--- src/rtl/ddr_arb_pkg.sv ---
// Shared types and constants for the DDR write arbiter.
// Holds the FSM state encoding, response codes and channel-ID width helper.
package ddr_arb_pkg;

    function automatic int ch_id_w(input int n);
        return (n > 1) ? $clog2(n) : 1;
    endfunction

    typedef enum logic [1:0] {
        IDLE,
        REQ,
        DATA
    } state_t;

    localparam logic [1:0] OKAY   = 2'b00;
    localparam logic [1:0] SLVERR = 2'b10;

endpackage

--- src/rtl/ddr_wr_id_fifo.sv ---
// Channel-ID FIFO tracking which requester owns each response in flight.
// Simultaneous push and pop are both honoured, even when full.
import ddr_arb_pkg::*;

module ddr_wr_id_fifo #(
    parameter int DEPTH = 4,
    parameter int WIDTH = 2
) (
    input  logic             clk,
    input  logic             rstn,
    input  logic             push,
    input  logic [WIDTH-1:0] din,
    input  logic             pop,
    output logic             full,
    output logic             empty,
    output logic [WIDTH-1:0] head
);

    localparam int PW = $clog2(DEPTH);

    logic [WIDTH-1:0] mem [DEPTH];
    logic [PW-1:0]    wptr;
    logic [PW-1:0]    rptr;
    logic [PW:0]      count;
    logic             do_push;
    logic             do_pop;

    assign full    = (count == (PW+1)'(DEPTH));
    assign empty   = (count == '0);
    assign head    = mem[rptr];
    assign do_pop  = pop & ~empty;
    assign do_push = push & (~full | do_pop);

    always_ff @(posedge clk) begin
        if (do_push) begin
            mem[wptr] <= din;
        end
    end

    always_ff @(posedge clk or negedge rstn) begin
        if (!rstn) begin
            wptr  <= '0;
            rptr  <= '0;
            count <= '0;
        end else begin
            if (do_push) begin
                wptr <= wptr + 1'b1;
            end
            if (do_pop) begin
                rptr <= rptr + 1'b1;
            end
            count <= count + (PW+1)'(do_push) - (PW+1)'(do_pop);
        end
    end

endmodule

--- src/rtl/ddr_wr_arb.sv ---
// Round-robin multi-channel write front-end for the DDR write port.
// Optional DDR_WR_ARB_PRIO_EN gives channel 0 strict priority.
import ddr_arb_pkg::*;

module ddr_wr_arb #(
    parameter int CH_NUM      = 4,
    parameter int ADDR_WIDTH  = 32,
    parameter int SIZE_WIDTH  = 16,
    parameter int DATA_WIDTH  = 64,
    parameter int OUTSTANDING = 4
) (
    input  logic                         clk,
    input  logic                         rstn,
    input  logic [CH_NUM-1:0]            ch_wreq_valid,
    output logic [CH_NUM-1:0]            ch_wreq_ready,
    input  logic [CH_NUM*ADDR_WIDTH-1:0] ch_wreq_addr,
    input  logic [CH_NUM*SIZE_WIDTH-1:0] ch_wreq_size,
    input  logic [CH_NUM-1:0]            ch_wdata_valid,
    output logic [CH_NUM-1:0]            ch_wdata_ready,
    input  logic [CH_NUM-1:0]            ch_wdata_last,
    input  logic [CH_NUM*DATA_WIDTH-1:0] ch_wdata,
    output logic [CH_NUM-1:0]            ch_wresp_valid,
    output logic [1:0]                   ch_wresp,
    output logic                         ddr_wreq_valid,
    input  logic                         ddr_wreq_ready,
    output logic [ADDR_WIDTH-1:0]        ddr_wreq_addr,
    output logic [SIZE_WIDTH-1:0]        ddr_wreq_size,
    output logic                         ddr_wdata_valid,
    input  logic                         ddr_wdata_ready,
    output logic                         ddr_wdata_last,
    output logic [DATA_WIDTH-1:0]        ddr_wdata,
    input  logic                         ddr_wresp_valid,
    input  logic [1:0]                   ddr_wresp,
    output logic                         err_orphan
);

    localparam int CH_ID_W = ch_id_w(CH_NUM);

    state_t               state;
    state_t               state_nxt;
    logic [CH_ID_W-1:0]   grant;
    logic [CH_ID_W-1:0]   grant_nxt;
    logic [CH_ID_W-1:0]   last_grant;
    logic [CH_ID_W-1:0]   last_grant_nxt;
    logic [CH_ID_W-1:0]   rr_pick;
    logic [CH_ID_W-1:0]   cand;
    logic                 rr_hit;
    logic                 push;
    logic                 pop;
    logic                 fifo_full;
    logic                 fifo_empty;
    logic [CH_ID_W-1:0]   fifo_head;

    logic [ADDR_WIDTH-1:0] addr_a [CH_NUM];
    logic [SIZE_WIDTH-1:0] size_a [CH_NUM];
    logic [DATA_WIDTH-1:0] data_a [CH_NUM];

    for (genvar c = 0; c < CH_NUM; c++) begin : g_ch
        assign addr_a[c] = ch_wreq_addr[c*ADDR_WIDTH +: ADDR_WIDTH];
        assign size_a[c] = ch_wreq_size[c*SIZE_WIDTH +: SIZE_WIDTH];
        assign data_a[c] = ch_wdata[c*DATA_WIDTH +: DATA_WIDTH];
    end

    // Circular search starting just after the previous winner.
    always_comb begin
        rr_pick = last_grant;
        rr_hit  = 1'b0;
        cand    = '0;
        for (int i = 1; i <= CH_NUM; i++) begin
            cand = CH_ID_W'((int'(last_grant) + i) % CH_NUM);
            if (!rr_hit && ch_wreq_valid[cand]) begin
                rr_hit  = 1'b1;
                rr_pick = cand;
            end
        end
`ifdef DDR_WR_ARB_PRIO_EN
        if (ch_wreq_valid[0]) begin
            rr_pick = '0;
        end
`endif
    end

    always_comb begin
        state_nxt       = state;
        grant_nxt       = grant;
        last_grant_nxt  = last_grant;
        push            = 1'b0;
        ddr_wreq_valid  = 1'b0;
        ddr_wreq_addr   = '0;
        ddr_wreq_size   = '0;
        ch_wreq_ready   = '0;
        ddr_wdata_valid = 1'b0;
        ddr_wdata_last  = 1'b0;
        ddr_wdata       = '0;
        ch_wdata_ready  = '0;
        unique case (state)
            IDLE: begin
                if (|ch_wreq_valid && !fifo_full) begin
                    grant_nxt = rr_pick;
                    state_nxt = REQ;
                end
            end
            REQ: begin
                ddr_wreq_valid       = ch_wreq_valid[grant];
                ddr_wreq_addr        = addr_a[grant];
                ddr_wreq_size        = size_a[grant];
                ch_wreq_ready[grant] = ddr_wreq_ready;
                if (ch_wreq_valid[grant] && ddr_wreq_ready) begin
                    push      = 1'b1;
                    state_nxt = DATA;
                end
            end
            DATA: begin
                ddr_wdata_valid       = ch_wdata_valid[grant];
                ddr_wdata_last        = ch_wdata_last[grant];
                ddr_wdata             = data_a[grant];
                ch_wdata_ready[grant] = ddr_wdata_ready;
                if (ch_wdata_valid[grant] && ddr_wdata_ready
                    && ch_wdata_last[grant]) begin
                    last_grant_nxt = grant;
                    state_nxt      = IDLE;
                end
            end
            default: begin
                state_nxt = IDLE;
            end
        endcase
    end

    always_ff @(posedge clk or negedge rstn) begin
        if (!rstn) begin
            state      <= IDLE;
            grant      <= '0;
            last_grant <= CH_ID_W'(CH_NUM - 1);
        end else begin
            state      <= state_nxt;
            grant      <= grant_nxt;
            last_grant <= last_grant_nxt;
        end
    end

    ddr_wr_id_fifo #(
        .DEPTH (OUTSTANDING),
        .WIDTH (CH_ID_W)
    ) u_id_fifo (
        .clk   (clk),
        .rstn  (rstn),
        .push  (push),
        .din   (grant),
        .pop   (pop),
        .full  (fifo_full),
        .empty (fifo_empty),
        .head  (fifo_head)
    );

    // Responses carry no ID; the FIFO head names the owner.
    assign pop = ddr_wresp_valid & ~fifo_empty;

    always_comb begin
        ch_wresp_valid = '0;
        ch_wresp       = '0;
        if (pop) begin
            ch_wresp_valid[fifo_head] = 1'b1;
            ch_wresp                  = ddr_wresp;
        end
    end

    always_ff @(posedge clk or negedge rstn) begin
        if (!rstn) begin
            err_orphan <= 1'b0;
        end else if (ddr_wresp_valid && fifo_empty) begin
            err_orphan <= 1'b1;
        end
    end

endmodule

--- config.mk ---
export PLATFORM = sky130hd
export DESIGN_NAME = ddr_wr_arb
export DESIGN_NICKNAME = d
export VERILOG_FILES = /design/src/rtl/ddr_arb_pkg.sv /design/src/rtl/ddr_wr_id_fifo.sv /design/src/rtl/ddr_wr_arb.sv
export SDC_FILE = /design/constraint.sdc
export NUM_CORES = 1
export LEC_CHECK = 0
export BUFFER_PORTS_ARGS = -buffer_cell sky130_fd_sc_hd__buf_2
export CAP_MARGIN = 30
export CORE_AREA = 2 2 233 235
export DETAILED_ROUTE_END_ITERATION = 10
export DIE_AREA = 0 0 235 237
export PLACE_DENSITY_LB_ADDON = 0.12
export SLEW_MARGIN = 20
export SYNTH_ARGS = -nofsm -noshare
export SYNTH_HDL_FRONTEND = slang
export SYNTH_HIERARCHICAL = 1
export SYNTH_SLANG_ARGS = --single-unit
--- constraint.sdc ---
create_clock -name clk -period 6.6 [get_ports clk]
set_input_delay 0 -clock clk [delete_from_list [all_inputs] [get_ports clk]]
set_output_delay 0 -clock clk [all_outputs]
set_load 0.005 [all_outputs]
After elaboration in Yosys (flattened, before gate mapping)
Memory sizes are Yosys's and may differ from the RTL's.
Cells that the tools add are included.
{"block": "classes", "n_addsub": 8, "reduce_logical": 20, "muxes": 52, "magnitude_cmp": 9, "bitwise": 9, "eq_ne": 6}
{"op": "two-way mux 64 bit", "count": 3}
{"op": "binary-select mux 64 bit (select 2 bit)", "count": 1}
{"op": "two-way mux 32 bit", "count": 3}
{"op": "binary-select mux 32 bit (select 2 bit)", "count": 1}
{"op": "two-way mux 16 bit", "count": 3}
{"op": "binary-select mux 16 bit (select 2 bit)", "count": 1}
{"op": "two-way mux 1 bit", "count": 19}
{"op": "less-than comparator 2 x 3 -> 1 bit (second input constant)", "count": 6}
{"op": "two-way mux 2 bit", "count": 8}
{"op": "binary-select mux 1 bit (select 2 bit)", "count": 7}
{"op": "two-way mux 4 bit", "count": 3}
{"op": "logical AND 1 bit", "count": 10}
{"op": "adder 2 x 1 -> 2 bit (second input constant)", "count": 4}
{"op": "bitwise AND 4 bit", "count": 2}
{"op": "!= test 2 bit (second input constant)", "count": 3}
{"op": "one-hot mux 2 bit (3 select lines)", "count": 1}
{"op": "adder 2 bit (second input constant)", "count": 2}
{"op": "demux 1 bit (select 2 bit)", "count": 2}
{"op": "greater-or-equal comparator 2 x 1 -> 1 bit (second input constant)", "count": 2}
{"op": "zero test 1 bit", "count": 4}
{"op": "AND reduction 2 bit", "count": 2}
{"op": "OR reduction 4 bit", "count": 1}
{"op": "adder 3 x 1 -> 3 bit", "count": 1}
{"op": "bitwise AND 1 bit", "count": 3}
{"op": "other kinds (11)", "count": 12}
{"block": "word_totals", "memories": 1, "ramBits": 8, "wordCells": 112, "output_inout_bits": 130, "inputBits": 467, "register_bits": 14}
{"name": "u_id_fifo.mem", "depth": 4, "width": 2, "read_ports": 1, "rd_ports_with_merged_regs": 0, "wr": 1, "line_no": "ddr_wr_id_fifo.sv:21", "text": "logic [WIDTH-1:0] mem [DEPTH];"}

Longest topological paths before layout
{"block": "logic_depth", "ltp_word": 13, "ltp_mapped": 10, "mapped_depth_nobuf": 9}

Modules after synthesis
Netlist, hierarchy kept.
{"mod": "ddr_wr_arb", "area_each_um2": 4179.0, "cells_per_inst": 336, "n_inst": 1, "seq_area_each_um2": 177.7}
{"mod": "ddr_wr_id_fifo", "area_each_um2": 713.2, "cells_per_inst": 45, "n_inst": 1, "seq_area_each_um2": 415.4}

Least setup slack after synthesis
OpenSTA, ideal clock, no wires.
{"block": "synth_timing", "path_type": "register to register", "from": "register grant[0]", "to": "register u_id_fifo.count[2]", "required_time_ns": 6.477, "setup_ns": 0.123, "path_stages_with_launch": 11, "n_path_buf": 2, "path_slack_ns": 4.012, "arrival_ns": 2.465, "synth_period_minus_slack_ns": 2.588, "path_cell_list": "dfrtp_1 -> buf_6 -> buf_4 -> mux4_2 -> and3_1 -> a21boi_2 -> a21bo_1 -> ha_1 -> fa_1 -> xnor2_1 -> xnor2_1"}
{"block": "synth_via", "elab_chain_cells": 8}
{"item": "start, declared", "line_no": "ddr_wr_arb.sv:41", "text": "logic [CH_ID_W-1:0] grant;"}
{"item": "start signal, assigned", "line_no": "ddr_wr_arb.sv:137", "text": "grant <= grant_nxt;"}
{"item": "binary-select mux 1 bit (select 2 bit)", "line_no": "ddr_wr_arb.sv:108", "text": "if (ch_wreq_valid[grant] && ddr_wreq_ready) begin"}
{"item": "two-way mux 1 bit (implied by the code)", "line_no": "ddr_wr_arb.sv:108"}
{"item": "logical AND 1 bit", "line_no": "ddr_wr_arb.sv:108"}
{"item": "two-way mux 1 bit", "line_no": "ddr_wr_arb.sv:108"}
{"item": "two-way mux 1 bit", "line_no": "ddr_wr_arb.sv:96", "text": "unique case (state)"}
{"item": "via push", "line_no": "ddr_wr_arb.sv:48", "text": "logic push;"}
{"item": "bitwise AND 1 bit", "line_no": "ddr_wr_id_fifo.sv:32", "text": "assign do_push = push & (~full | do_pop);"}
{"item": "adder 3 x 1 -> 3 bit", "line_no": "ddr_wr_id_fifo.sv:52", "text": "count <= count + (PW+1)'(do_push) - (PW+1)'(do_pop);"}
{"item": "subtractor 3 x 1 -> 3 bit", "line_no": "ddr_wr_id_fifo.sv:52"}
{"item": "end signal, assigned", "line_no": "ddr_wr_id_fifo.sv:52"}
{"item": "end, declared", "line_no": "ddr_wr_id_fifo.sv:24", "text": "logic [PW:0] count;"}
The timed path passes the listed nets, and every way through them passes these cells. The select of a mux whose other input is x is not followed.
A chain may end at the register's enable or synchronous reset.

Worst setup path after layout
{"block": "layout_timing", "from": "register grant[1]", "to": "register u_id_fifo.count[2]"}
The elaborated chain is that of the path after synthesis.

==> flow_summary.ini <==
[cts]
cts-root-buf = clkbuf_16
cts_htree_levels = 1
postCtsSetupBuffers = 0
insertion_delay_ns = 0.26
cts_tree = done
cts_sinks = 22
cts_buffers = 3
cts-resized-gates = 0
cts_buffer_depth = 2
cts.clk_slew.worst_paths_ns = 0.07
hold_buffers = 2

[timing]
clock_skew_ns = 0.00847
tightestPinTransition_ns = 0.876
setup_viol = 0
min_period_over_period_pct = 43.3
relSlewSlack_pct = 41.6
hold_viol = 0
final.min_clock_period_ns = 2.86
drv_slew = 0
timing.fmax_mhz = 350
finalSetupTns_ns = 0
rsz0062_at_grt = false

[run]
maxCapViolCount = 0

[global_route]
grt_pass1_vias = 6746
groute.usage.overall_pct = 11.7
grt_max_degree = 58
grt_pass1_wl_microns = 48200
gr-total-overflow = 0
antenna_found_initial = 17

[drt]
viasPerCell = 3.60
ant_nets = 0
wirelength_microns = 34000
drt_iter0_markers = 217
num_vias = 5944
firstDrtPassIters = 6
post_drt_wl_per_cell_microns = 20.6
drc_errors = 0

[pwr]
p_per_area_mw_per_mm2 = 298
ir_drop_mv = 0.158
p_leak_nw = 4.15

[floorplanning]
die_w_microns = 235
initial_core_util_pct = 9.18
rows = 85
ioPinCount = 597
die_area_sq_mm = 0.0557
die_y_microns = 237
core-area_sq_mm = 0.0533

[worst_setup_path]
crit_fanout = 22
crit_path_start = grant[1]
startpoint_type = flop
r2r_slack_ns = 3.74
arrival_ns = 3.00
rr_worst_depth = 8
timing.rr.start = grant[1]
r2r-end = u_id_fifo/count[2]
cp-endpoint = u_id_fifo/count[2]
critPathRequiredTime_ns = 6.75
path_class = flop to flop
end_kind = flop

[synth]
synth_top_area_share_pct = 53.9
syn_area_sq_mm = 0.00489
ys_warn_count = 6
ys.flop_type = dfrtp_1
yosysTopAreaCell = mux4_2
synthTopCellsByArea = mux4_2 (54%), and2_1 (15%), dfrtp_1 (6.1%), edfxtp_1 (4.9%), buf_12 (4.5%)
synthCells = 381
ys_seq_area_share_pct = 12.1
synth_seq_cells = 22
synth_edf_count = 8
ys_types = 44
syn_nets = 854
synthArstFlopShare_pct = 63.6
avgSynthCellArea_sq_um = 12.8

[finish]
drive_gt1_share_pct = 77.6
fin_nets = 1423
syn_to_final_growth_pct = 76.2
fin_area_sq_mm = 0.00862

[placement]
place_area_sq_mm = 0.00848
dp_hpwl_microns = 30700
globalplace.congestion = 0.875
port_buffers = 596

[hold_path]
hold_path_class = input port to flop

[run_status]
status = completed
-- cells in the mapped netlist, drive strengths merged, types with 2 or more instances --
cell / count
xnor2: 4
o31ai: 2
nor3: 3
nor3b: 3
buf: 27
a21o: 2
and2: 121
edfxtp: 8
dfstp: 2
nor4: 2
nand3: 2
inv: 9
mux2: 3
clkbuf: 15
dfrtp: 12
o22ai: 2
ha: 5
nor2b: 3
a21oi: 2
nand2b: 2
nor2: 10
mux4: 117
nand2: 10
and3: 2
-- per-stage QoR --
| stage | cells | hold WS, ns | setup WS, ns | util (%) | power, mW |
|---|---|---|---|---|---|
| after floorplan | 381 | -0.296 | 4.01 | - | 1.78 |
| after global placement | 1638 | -0.0521 | 3.53 | 15.9 | 2.46 |
| after detailed placement | 1639 | -0.0700 | 3.70 | 15.9 | 2.49 |
| after CTS | 1645 | 0.0494 | 3.68 | 16.1 | 2.66 |
| after global routing | 1648 | 0.102 | 3.63 | 16.2 | 2.80 |
| final | 1652 | 0.0598 | 3.74 | 16.2 | 2.57 |
-- critical path, stage by stage (launching register included) --
cell and delay [ns]:
dfrtp_4 0.62, mux4_2 0.60, and3_1 0.23, a21boi_2 0.21, a21bo_1 0.22, ha_1 0.19, fa_1 0.41, xnor2_1 0.15
xnor2_1 0.12
-- worst min path at each step --
stage / startpoint / end / slack [ns] / depth (start not counted)
floorplan: rstn / err_orphan / -0.30 / 0
global placement: rstn / u_id_fifo/rptr[1] / -0.05 / 1
detailed placement: rstn / u_id_fifo/rptr[1] / -0.07 / 1
CTS: ddr_wreq_ready / state[0] / 0.05 / 4
global route: ddr_wdata_ready / state[1] / 0.10 / 3
finish: ddr_wreq_ready / state[0] / 0.06 / 4
-- layer usage --
layer / track usage (%) / share of wire [%] / wire (microns)
met1: 12.3 / 36 / 12100
met2: 22.0 / 52 / 17700
met3: 4.03 / 9.1 / 3110
met4: 3.07 / 2.8 / 968
met5: 0 / 0.38 / 130
-- area by class of cell --
cell class              instances  area, sq um
diodes                          7         17.5
clock buffers                   3         75.1
clock inverters                 1         30.0
fillers                      6051        44700
inverters                       9         33.8
multi-input cells             308         3910
flip-flops and latches         22          601
well taps                     696          871
repair buffers                606         3080
-- sequential cells by signal, indices dropped and copies added, names as in the netlist --
name / cells
u_id_fifo/mem: 8
u_id_fifo/count: 3
grant: 2
last_grant: 2
state: 2
u_id_fifo/rptr: 2
u_id_fifo/wptr: 2
err_orphan: 1
-- report_power, final --
| group | switching (mW) | internal, mW |
|---|---|---|
| Clock | 0.0497 | 0.120 |
| Combinational | 0.980 | 1.14 |
| Sequential | 0.0767 | 0.207 |
| Total | 1.11 | 1.46 |
-- cell usage in the layout (no fill, tap or decap), types with 2 or more instances in the layout --
cell             n
inv_1            9
a21oi_1          2
nand2_1         10
buf_4            7
mux2_1           2
dfrtp_4          2
o22ai_1          2
edfxtp_1         8
dfstp_2          2
mux4_2         117
diode_2          7
a21o_1           2
xnor2_1          4
dlygate4sd3_1    2
and2_1         121
nor3b_1          2
dfrtp_1         10
ha_1             5
nor4_1           2
nor2_1          10
nor3_1           3
clkbuf_16        3
and3_1           2
buf_2          596
nand2b_1         2
nand3_1          2
-- cell families (layout without fill, tap and decap cells) --
kind of cell    count (synthesis)  in the layout  synth area share (%)
xor+xnor                        5              5                 0.895
buf+inv                        51            619                  8.21
flops                          22             22                  12.1
other cells                     0              7                     0
mux                           121            121                  54.8
compound gates                 15             15                  2.48
simple gates                  161            161                  19.8
fa+ha+maj                       6              6                  1.69
Note: power is estimated with default switching activity, not from simulation.
